$ cat src/rtl/count_capture_pkg.sv
// Shared primitives for the count capture block: ceiling log2 and the
// occupancy-counter width derived from a FIFO depth.
package count_capture_pkg;

  function automatic int clog2(input int value);
    int result;
    result = 0;
    while ((1 << result) < value) begin
      result = result + 1;
    end
    return result;
  endfunction

  // Occupancy has to represent 0..DEPTH inclusive, hence one extra bit.
  function automatic int levelWidth(input int depth);
    return clog2(depth) + 1;
  endfunction

endpackage

$ cat src/rtl/sync_edge.sv
// Multi-flop synchronizer for an asynchronous input followed by a single
// history flop, producing a one-cycle pulse on each synchronized rising edge.
module sync_edge #(
  parameter int SYNC_STAGES = 2
) (
  input  logic clk,
  input  logic rst,
  input  logic in,
  output logic rise
);

  logic [SYNC_STAGES-1:0] syncChain_q, syncChain_d;
  logic                   hist_q, hist_d;

  always_comb begin
    syncChain_d = {syncChain_q[SYNC_STAGES-2:0], in};
    hist_d      = syncChain_q[SYNC_STAGES-1];
  end

  // Clearing the history flop lets a trigger held through reset still edge once.
  always_ff @(posedge clk) begin
    if (!rst) begin
      syncChain_q <= '0;
      hist_q      <= 1'b0;
    end else begin
      syncChain_q <= syncChain_d;
      hist_q      <= hist_d;
    end
  end

  assign rise = syncChain_q[SYNC_STAGES-1] & ~hist_q;

endmodule

$ cat src/rtl/count_capture.sv
// Captures the upstream count on each synchronized trigger edge into a small
// show-ahead FIFO, with a sticky flag for captures lost to a full FIFO.
module count_capture
  import count_capture_pkg::*;
#(
  parameter int DATA_WIDTH  = 8,
  parameter int DEPTH       = 4,
  parameter int SYNC_STAGES = 2
) (
  input  logic                         clk,
  input  logic                         rst,
  input  logic                         en,
  input  logic [DATA_WIDTH-1:0]        count_in,
  input  logic                         trig,
  input  logic                         clr_ovf,
  output logic [DATA_WIDTH-1:0]        out_data,
  output logic                         out_valid,
  input  logic                         out_ready,
  output logic [levelWidth(DEPTH)-1:0] level,
  output logic                         overflow
);

  localparam int PtrW   = clog2(DEPTH);
  localparam int LevelW = levelWidth(DEPTH);
  localparam logic [LevelW-1:0] FullLevel = LevelW'(DEPTH);

  logic                  trigRise;
  logic                  pushReq, doPush, doPop, dropCapture;
  logic [PtrW-1:0]       wrPtr_q, wrPtr_d, rdPtr_q, rdPtr_d;
  logic [LevelW-1:0]     level_q, level_d;
  logic                  overflow_q, overflow_d;
  logic [DATA_WIDTH-1:0] mem_q [DEPTH];

  sync_edge #(
    .SYNC_STAGES(SYNC_STAGES)
  ) u_sync_edge (
    .clk (clk),
    .rst (rst),
    .in  (trig),
    .rise(trigRise)
  );

  // A full FIFO still accepts a capture when the head leaves on the same edge.
  always_comb begin
    pushReq     = trigRise & en;
    doPop       = out_valid & out_ready;
    doPush      = pushReq & ((level_q != FullLevel) | doPop);
    dropCapture = pushReq & ~doPush;

    wrPtr_d = doPush ? wrPtr_q + PtrW'(1) : wrPtr_q;
    rdPtr_d = doPop  ? rdPtr_q + PtrW'(1) : rdPtr_q;

    level_d = level_q;
    case ({doPush, doPop})
      2'b10:   level_d = level_q + LevelW'(1);
      2'b01:   level_d = level_q - LevelW'(1);
      default: level_d = level_q;
    endcase

    overflow_d = overflow_q;
    if (clr_ovf) overflow_d = 1'b0;
    if (dropCapture) overflow_d = 1'b1;
  end

  always_ff @(posedge clk) begin
    if (!rst) begin
      wrPtr_q    <= '0;
      rdPtr_q    <= '0;
      level_q    <= '0;
      overflow_q <= 1'b0;
    end else begin
      wrPtr_q    <= wrPtr_d;
      rdPtr_q    <= rdPtr_d;
      level_q    <= level_d;
      overflow_q <= overflow_d;
    end
  end

  // Storage needs no reset; its contents are only observed while out_valid is high.
  always_ff @(posedge clk) begin
    if (rst && doPush) begin
      mem_q[wrPtr_q] <= count_in;
    end
  end

  assign out_valid = (level_q != '0);
  assign out_data  = mem_q[rdPtr_q];
  assign level     = level_q;
  assign overflow  = overflow_q;

endmodule

$ cat config.mk
export PLATFORM = sky130hd
export DESIGN_NAME = count_capture
export DESIGN_NICKNAME = d
export VERILOG_FILES = /design/src/rtl/count_capture_pkg.sv /design/src/rtl/sync_edge.sv /design/src/rtl/count_capture.sv
export SDC_FILE = /design/constraint.sdc
export NUM_CORES = 1
export LEC_CHECK = 0
export ABC_AREA = 0
export BUFFER_PORTS_ARGS = -buffer_cell sky130_fd_sc_hd__buf_2
export CAP_MARGIN = 40
export CORE_MARGIN = 5
export CORE_UTILIZATION = 40
export DETAILED_ROUTE_END_ITERATION = 12
export GPL_ROUTABILITY_DRIVEN = 1
export SYNTH_ARGS = -nofsm -noshare
export SYNTH_HDL_FRONTEND = slang
export SYNTH_SLANG_ARGS = --single-unit
$ cat constraint.sdc
create_clock -name clk -period 3 [get_ports clk]
set_input_delay 0.45 -clock clk [delete_from_list [all_inputs] [get_ports clk]]
set_output_delay 0.45 -clock clk [all_outputs]
set_load 0.01 [all_outputs]
==> Yosys cells after proc, flatten, opt, wreduce, memory -nomap -nowiden <==
Memory sizes are Yosys's and may differ from the RTL's. A register that Yosys moved wholly into a read port is not among the register bits.
Cells that the tools add are included.
{ "word_totals": {"register_bits": 11, "latch_bits": 0, "mem_bits_rw": 32, "romBits": 0, "out_inout_bits": 13, "wordCells": 33, "memories": 1} }
{ "memory_table": {"columns": ["name", "words", "word_bits", "rd", "rd_ports_with_merged_regs", "write_ports", "line", "rtl"], "rows": [
  ["mem_q", 4, 8, 1, 1, 1, "count_capture.sv:32", "logic [DATA_WIDTH-1:0] mem_q [DEPTH];"]
]} }
{ "op_classes": {"n_addsub": 4, "mul": 0, "div": 0, "n_lt_le_gt_ge": 0, "n_eq_ne": 3, "shift": 0, "mux": 7, "bitwise_logic": 8, "n_reduce_logical": 4} }
{ "ops": {"columns": ["op", "count"], "rows": [
  ["$pmux W3 S2", 1],
  ["$and A1 B1 Y1", 5],
  ["$add A2 B1 Y2 const B", 2],
  ["$mux W1", 4],
  ["$mux W2", 2],
  ["$reduce_bool A2 Y1", 2],
  ["$add A3 B1 Y3 const B", 1],
  ["$ne A3 B3 Y1 const B", 1],
  ["$reduce_bool A3 Y1", 1],
  ["$sub A3 B1 Y3 const B", 1],
  ["$eq A2 B1 Y1 const B", 1],
  ["$eq A2 B2 Y1 const B", 1],
  ["$not A1 Y1", 2],
  ["$logic_and A1 B1 Y1", 1],
  ["$or A1 B1 Y1", 1]
]} }

==> Depth between registers and ports, before layout <==
Gate-level depths: netlist (run 1).
{ "logic_depth": {"word_depth": 7, "ltp_mapped": 7, "depth_no_buf": 7} }

==> Hierarchy <==
From an unflattened synthesis (run 1), not the netlist that was laid out.
{ "hier_totals": {"hier_cells": 108, "hier_area_um2": 1793.0} }
{ "modules_own_cells": {"columns": ["mod", "n_inst", "cells_each", "area_per_inst_um2"], "rows": [
  ["count_capture", 1, 101, 1700.4],
  ["sync_edge", 1, 7, 92.6]
]} }

==> Least setup slack after synthesis (run 1) <==
Ideal clock, no wire load.
{ "synth_path": {"path_kind": "reg2reg", "startpoint": "register level_q[0] (netlist: level[0])", "endpoint": "register level_q[2] (netlist: level[2])", "arrival_ps": 1710, "setup_slack_ps": 1169, "stages_incl_launch_ff": 8, "period_less_slack_ps": 1831, "cell_sequence": "dfxtp_1 -> o31ai_2 -> nor2_1 -> inv_1 -> fa_1 -> nor4_1 -> a21oi_1 -> mux2i_1"} }
{ "synth_between": {"elab_chain_cells": 6} }
{ "synth_rtl": {"columns": ["element", "line", "rtl"], "rows": [
  ["start: declaration", "count_capture.sv:30", "logic [LevelW-1:0] level_q, level_d;"],
  ["start signal: assignment", "count_capture.sv:74", "level_q <= level_d;"],
  ["$reduce_bool A3 Y1", "count_capture.sv:86", "assign out_valid = (level_q != '0);"],
  ["$and A1 B1 Y1", "count_capture.sv:46", "doPop = out_valid & out_ready;"],
  ["$or A1 B1 Y1", "count_capture.sv:47", "doPush = pushReq & ((level_q != FullLevel) | doPop);"],
  ["$and A1 B1 Y1", "count_capture.sv:47", null],
  ["$eq A2 B1 Y1 / $eq A2 B2 Y1 (equally long branches)", "count_capture.sv:54", "case ({doPush, doPop})"],
  ["$pmux W3 S2 / $reduce_bool A2 Y1 (equally long branches)", null, null]
]} }
Several ways; a longest one is shown, not always the timed one.
A chain may end at the register's enable or synchronous reset.

==> reports/results.tsv, run 1 <==
metric	value	unit
status	complete, no violations	
total power	1.55	mW
top post-synthesis cells by area	edfxtp_1 (54%), dfxtp_1 (14%), mux4_2 (10%)	
crit path cell chain	mux4_2 > buf_2	
RSZ-0062 raised after global routing	no	
Hold Fails Final Rpt	0	
combinational group share of total power	21.5	%
YS warnings	0	
clock sinks	45	
Hold Slack	0.359	ns
Max-cap violations	0	
Die Width	77.0	um
syn nets	126	
Ant. Diodes	0	
CP Data Required Time	2.55	ns
post-DR wirelength/cell	15.1	um
Reg area	1220	um2
CP max-delay cell	dfxtp_1	
H-tree depth	2	
initial DRC count	74	
number of gates resized after cts	0	
Post-Route Utilization	47.8	%
Mapped Area	1800	um2
Post-Synthesis Cells	107	
Synth top area share	53.5	%
Clk pin slew, worst setup/hold paths	0.08	ns
f_max	468	MHz
DRC Markers	0	
sequential fraction of the synthesis area	68.0	%
Arr. time, crit path	1.69	ns
worst-path maximum fanout	8	
Worst setup EP type	primary output	
critical path class	flop to primary output	
Layout fillers	382	
synth unique cells	27	
vias	929	
Yosys top cell by area	edfxtp_1	
Int Pwr	1.14	mW
Max Buffers Root-to-Sink	2	
vias in the first global route	982	
Setup violations, final	0	
Pre-antenna DRT Iters	2	
post-synthesis register bit count	45	
Final Skew	0.00951	ns
Port Buf Inserts	26	
Die H	77.0	um
net switching fraction of the power	26.2	%
cts bufs inserted	5	
first-pass GRT wire length	4790	um
NetSw	0.404	mW
max incr delay on CP	0.67	ns
Tmin final	2.14	ns
Setup Buffers After CTS	0	
total die area	5930	um2
Area after DPL	1970	um2
worst hold path class	input pin to flop	
# IOs	27	
Hold-fix buffers, CTS	0	
r2r setup slk	1.06	ns
GRT overflow	0	
pwr/cell area	742	nW/um2
Final Max Slew Viols	0	
Rel. slew slack	63.5	%
Pleak	0.760	nW
core area	4350	um2
cell area after layout	2080	um2
RD Place Congestion	0.679	
area of the multi-input gates	539	um2
hpwl dp	2020	um
final setup TNS	0	ns
Seq pwr share	50.2	%
CP Launch Type	flop	
hold path depth	1	
Vias/cell	4.92	
worst vdd ir	0.274	mV
CTS tree	built	
final period utilization	71.3	%
Root Driver	clkbuf_8	
clock latency on the worst-skew pair	0.30	ns
clock power share	28.3	%
GR Util All Layers	10.6	%
measured slew at the worst slew-check pin	0.547	ns
DRT Wirelength	2860	um
FP Rows	24	
Final nets	155	
antenna violations before repair	0	
reg2reg path depth	7	
share of layout cells above drive strength 1	33.6	%
Post-DRT Antenna Nets	0	
Mapped Avg Cell Area	16.8	um2
largest net degree at the start of global routing	20	
Initial Util	41.2	%
area delta synth->final	16.0	%
[Yosys cell counts]
cell / number
and3b_1: 1
nand2b_1: 2
o31ai_2: 1
fa_1: 1
nor2_2: 1
nor2b_1: 3
a21oi_2: 1
a21oi_1: 2
nor4_1: 1
inv_1: 5
ha_1: 4
mux4_2: 8
o31a_1: 1
xnor2_1: 3
nor4b_4: 1
buf_2: 1
nor2_1: 1
or3_2: 1
clkbuf_1: 2
mux2i_1: 4
nand2_1: 5
edfxtp_1: 32
and3_1: 4
and2_1: 7
buf_1: 1
dfxtp_1: 13
nand3b_1: 1
[worst max-delay path, delay by kind of cell (launching register included)]
| family | cells | cell delay, ns |
|---|---|---|
| multiplexers | 1 | 0.58 |
| flip-flops | 1 | 0.67 |
| buffers and inverters | 1 | 0.15 |
[power by group through the flow]
stage	Sequential, mW	Clock [mW]	Combinational (mW)
after floorplan	0.757	0	0.265
after global placement	0.791	0	0.326
after detailed placement	0.792	0	0.340
after CTS	0.780	0.453	0.340
after global routing	0.788	0.483	0.368
final	0.776	0.437	0.333
[layout by cell type, fill, tap and decap left out, types with 2 or more instances in the layout]
master and n:
ha_1 4, edfxtp_1 32, mux4_2 8, mux2i_1 4
nor2b_1 3, nand2_1 5, dfxtp_1 13, buf_2 26
inv_1 5, and3_1 4, a21oi_1 2, nand2b_1 2
and2_1 7, xnor2_1 3, clkbuf_8 5
[worst paths after layout]
check | from | end
max | flop | out_data[0]
min | count_in[6] | mem_q[3][6]
max reg2reg | level[0] | level[2]
min reg2reg | u_sync_edge.syncChain_q[0] | u_sync_edge.syncChain_q[1]
[sequential cells by signal, summed over array words and instances (netlist names), named ones only]
register,cells
u_sync_edge.hist_q,1
rdPtr_q,2
u_sync_edge.syncChain_q,2
level,3
wrPtr_q,2
overflow,1
mem_q,32
[kinds of logic (layout without fill, tap and decap cells)]
family / count (synthesis) / in the layout / synth area share, %
muxes: 12 / 12 / 12.3
and+or+nand+nor: 28 / 28 / 10.2
AOI/OAI and AO/OA: 5 / 5 / 2.23
DFF: 45 / 45 / 68.0
adders and majority gates: 5 / 5 / 3.90
xor gates and xnor gates: 3 / 3 / 1.46
buffers and inverters: 9 / 39 / 1.95
[stage by stage]
| stage | setup slack, ns | cells |
|---|---|---|
| 2_1_floorplan | 1.17 | 107 |
| 3_5_place_dp | 0.967 | 181 |
| 6_report | 0.861 | 189 |
| 5_1_grt | 0.702 | 189 |
| 4_1_cts | 0.788 | 189 |
| 3_3_place_gp | 1.06 | 181 |
[area by class of cell]
type / count / share of cell area (%)
sequential: 45 / 58.7
multi-input combinational: 53 / 25.9
timing repair buffer: 26 / 6.25
clock buffer: 6 / 3.49
tap: 52 / 3.12
clock inverter: 2 / 1.68
inverter: 5 / 0.901
[layer usage]
metal / global-route usage, % / vias to the layer above / wire (um) / share of wire, %
met4: 3.09 / 0 / 31 / 1.1
met5: 0 / - / 0 / 0
met1: 12.5 / 456 / 1190 / 42
met3: 4.45 / 4 / 148 / 5.2
li1: - / 449 / - / -
met2: 17.6 / 20 / 1490 / 52
Note: power is estimated with default switching activity, not from simulation.
==> inputs of run 2 (changes only) <==
- clock period: 3 -> 2 ns (I/O delays scaled with it)
==> reports/results.tsv, run 2 (synthesis results as in run 1) <==
metric	value	unit	change
Arr. time, crit path	2.03	ns	+0.34 ns
GR Util All Layers	10.4	%	-0.20 points
hpwl dp	1980	um	-2.3%
Port Buf Inserts	26		unchanged
vias in the first global route	961		-2.1%
Clk pin slew, worst setup/hold paths	0.08	ns	about the same
status	complete, no violations		
critical path class	flop to flop		
leading cell type in the layout, fill and taps excluded	edfxtp_1		
largest net degree at the start of global routing	20		unchanged
Tmin final	1.84	ns	
Ant. Diodes	0		unchanged
Max-cap violations	0		unchanged
antenna violations before repair	0		unchanged
clock latency on the worst-skew pair	0.29	ns	about the same
Root Driver	clkbuf_8		
Post-DRT Antenna Nets	0		unchanged
final worst setup slack	0.155	ns	-0.706 ns
area of the multi-input gates	539	um2	unchanged
measured slew at the worst slew-check pin	0.438	ns	-0.109 ns
Pleak	0.776	nW	+2.2%
Rel. slew slack	70.8	%	+7.3 points
max reg flops	32		unchanged
worst vdd ir	0.376	mV	+37%
final period utilization	92.2	%	
vias	928		-0.11%
first-pass GRT wire length	4720	um	-1.4%
total die area	5930	um2	unchanged
Hold-fix buffers, CTS	0		unchanged
CP Data Required Time	2.18	ns	-0.37 ns
register with the most flip-flops	mem_q		
H-tree depth	2		unchanged
Hold Slack	0.207	ns	-0.151 ns
Die H	77.0	um	unchanged
GRT overflow	0		unchanged
DRC Markers	0		unchanged
DRT Wirelength	2770	um	-3.3%
# IOs	27		unchanged
RSZ-0062 raised after global routing	no		
Vias/cell	4.83		-1.7%
initial DRC count	30		-59%
post-place setup slack	0.140	ns	-0.827 ns
pwr/cell area	1120	nW/um2	+51%
worst-path maximum fanout	7		-1
post-DR wirelength/cell	14.4	um	-4.8%
clock sinks	45		unchanged
share of layout cells above drive strength 1	35.7	%	+2.1 points
CTS tree	built		
Final Max Slew Viols	0		unchanged
number of gates resized after cts	0		unchanged
Final nets	158		+1.9%
final setup TNS	0	ns	unchanged
RD Place Congestion	0.719		+6.0%
FP Rows	24		unchanged
Pre-antenna DRT Iters	5		+3
worst hold path class	input pin to flop		
Die Width	77.0	um	unchanged
cts bufs inserted	5		unchanged
Setup Buffers After CTS	0		unchanged
f_max	542	MHz	
area delta synth->final	17.5	%	
Reg area	1220	um2	+0.10%
Max Buffers Root-to-Sink	2		unchanged
Initial Util	41.2	%	unchanged
Worst setup EP type	flop		
most frequent cells in the layout	edfxtp_1 (32), buf_2 (26), dfxtp_1 (12), mux4_2 (8), and2_1 (7)		
CP Launch Type	flop		
Final Skew	0.00402	ns	-0.00549 ns
Hold Fails Final Rpt	0		unchanged
core area	4350	um2	unchanged
Layout fillers	372		-2.6%
Setup violations, final	0		unchanged
-- run 2: changes by cell type in the layout (fill, tap and decap cells not counted), sizes merged --
cell | previous run | this run
buf | 26 | 29
-- run 2: area by class of cell --
cell class	instances	share of cell area (%)
Clock buffer	6	3.44
Clock inverter	2	1.84
Inverter	5	0.890
Multi-Input combinational cell	53	25.6
Sequential cell	45	57.9
Tap cell	52	3.08
Timing Repair Buffer	29	7.24
-- run 2: metrics by stage --
stage | power, mW | cells | cell area [um2] | utilization (%)
2_1_floorplan | 1.53 | 107 | 1800 | -
3_3_place_gp | 1.72 | 184 | 2000 | 45.9
3_5_place_dp | 1.73 | 184 | 2000 | 45.9
4_1_cts | 2.40 | 192 | 2110 | 48.4
5_1_grt | 2.51 | 192 | 2110 | 48.4
6_report | 2.36 | 192 | 2110 | 48.4
-- run 2: power breakdown --
group	internal [mW]	switching (mW)
clock network	0.375	0.295
logic	0.318	0.259
registers	1.05	0.0632
-- run 2: critical path: stages, from the launching register on --
cell and delay (ns):
dfxtp_1 0.44, o31ai_2 0.14, nor2_1 0.21, inv_1 0.08, fa_1 0.38, nor4_1 0.28
a21oi_1 0.08, mux2i_1 0.12
-- run 2: final timing paths --
| path | from | end | slack (ns) | cells after the start |
|---|---|---|---|---|
| worst max-delay path | level[2] | level[2] | 0.16 | 7 |
| worst min register to register | u_sync_edge.syncChain_q[0] | u_sync_edge.syncChain_q[1] | 0.44 | 1 |
| worst min-delay path | trig | u_sync_edge.syncChain_q[0] | 0.21 | 2 |
| worst max register to register | level[2] | level[2] | 0.16 | 7 |
-- run 2: metal layers --
metal | track usage, % | part of all wire, %
met5 | 0 | 0
met4 | 3.61 | 1.7
met3 | 4.80 | 7.2
met2 | 15.5 | 47
met1 | 13.2 | 44
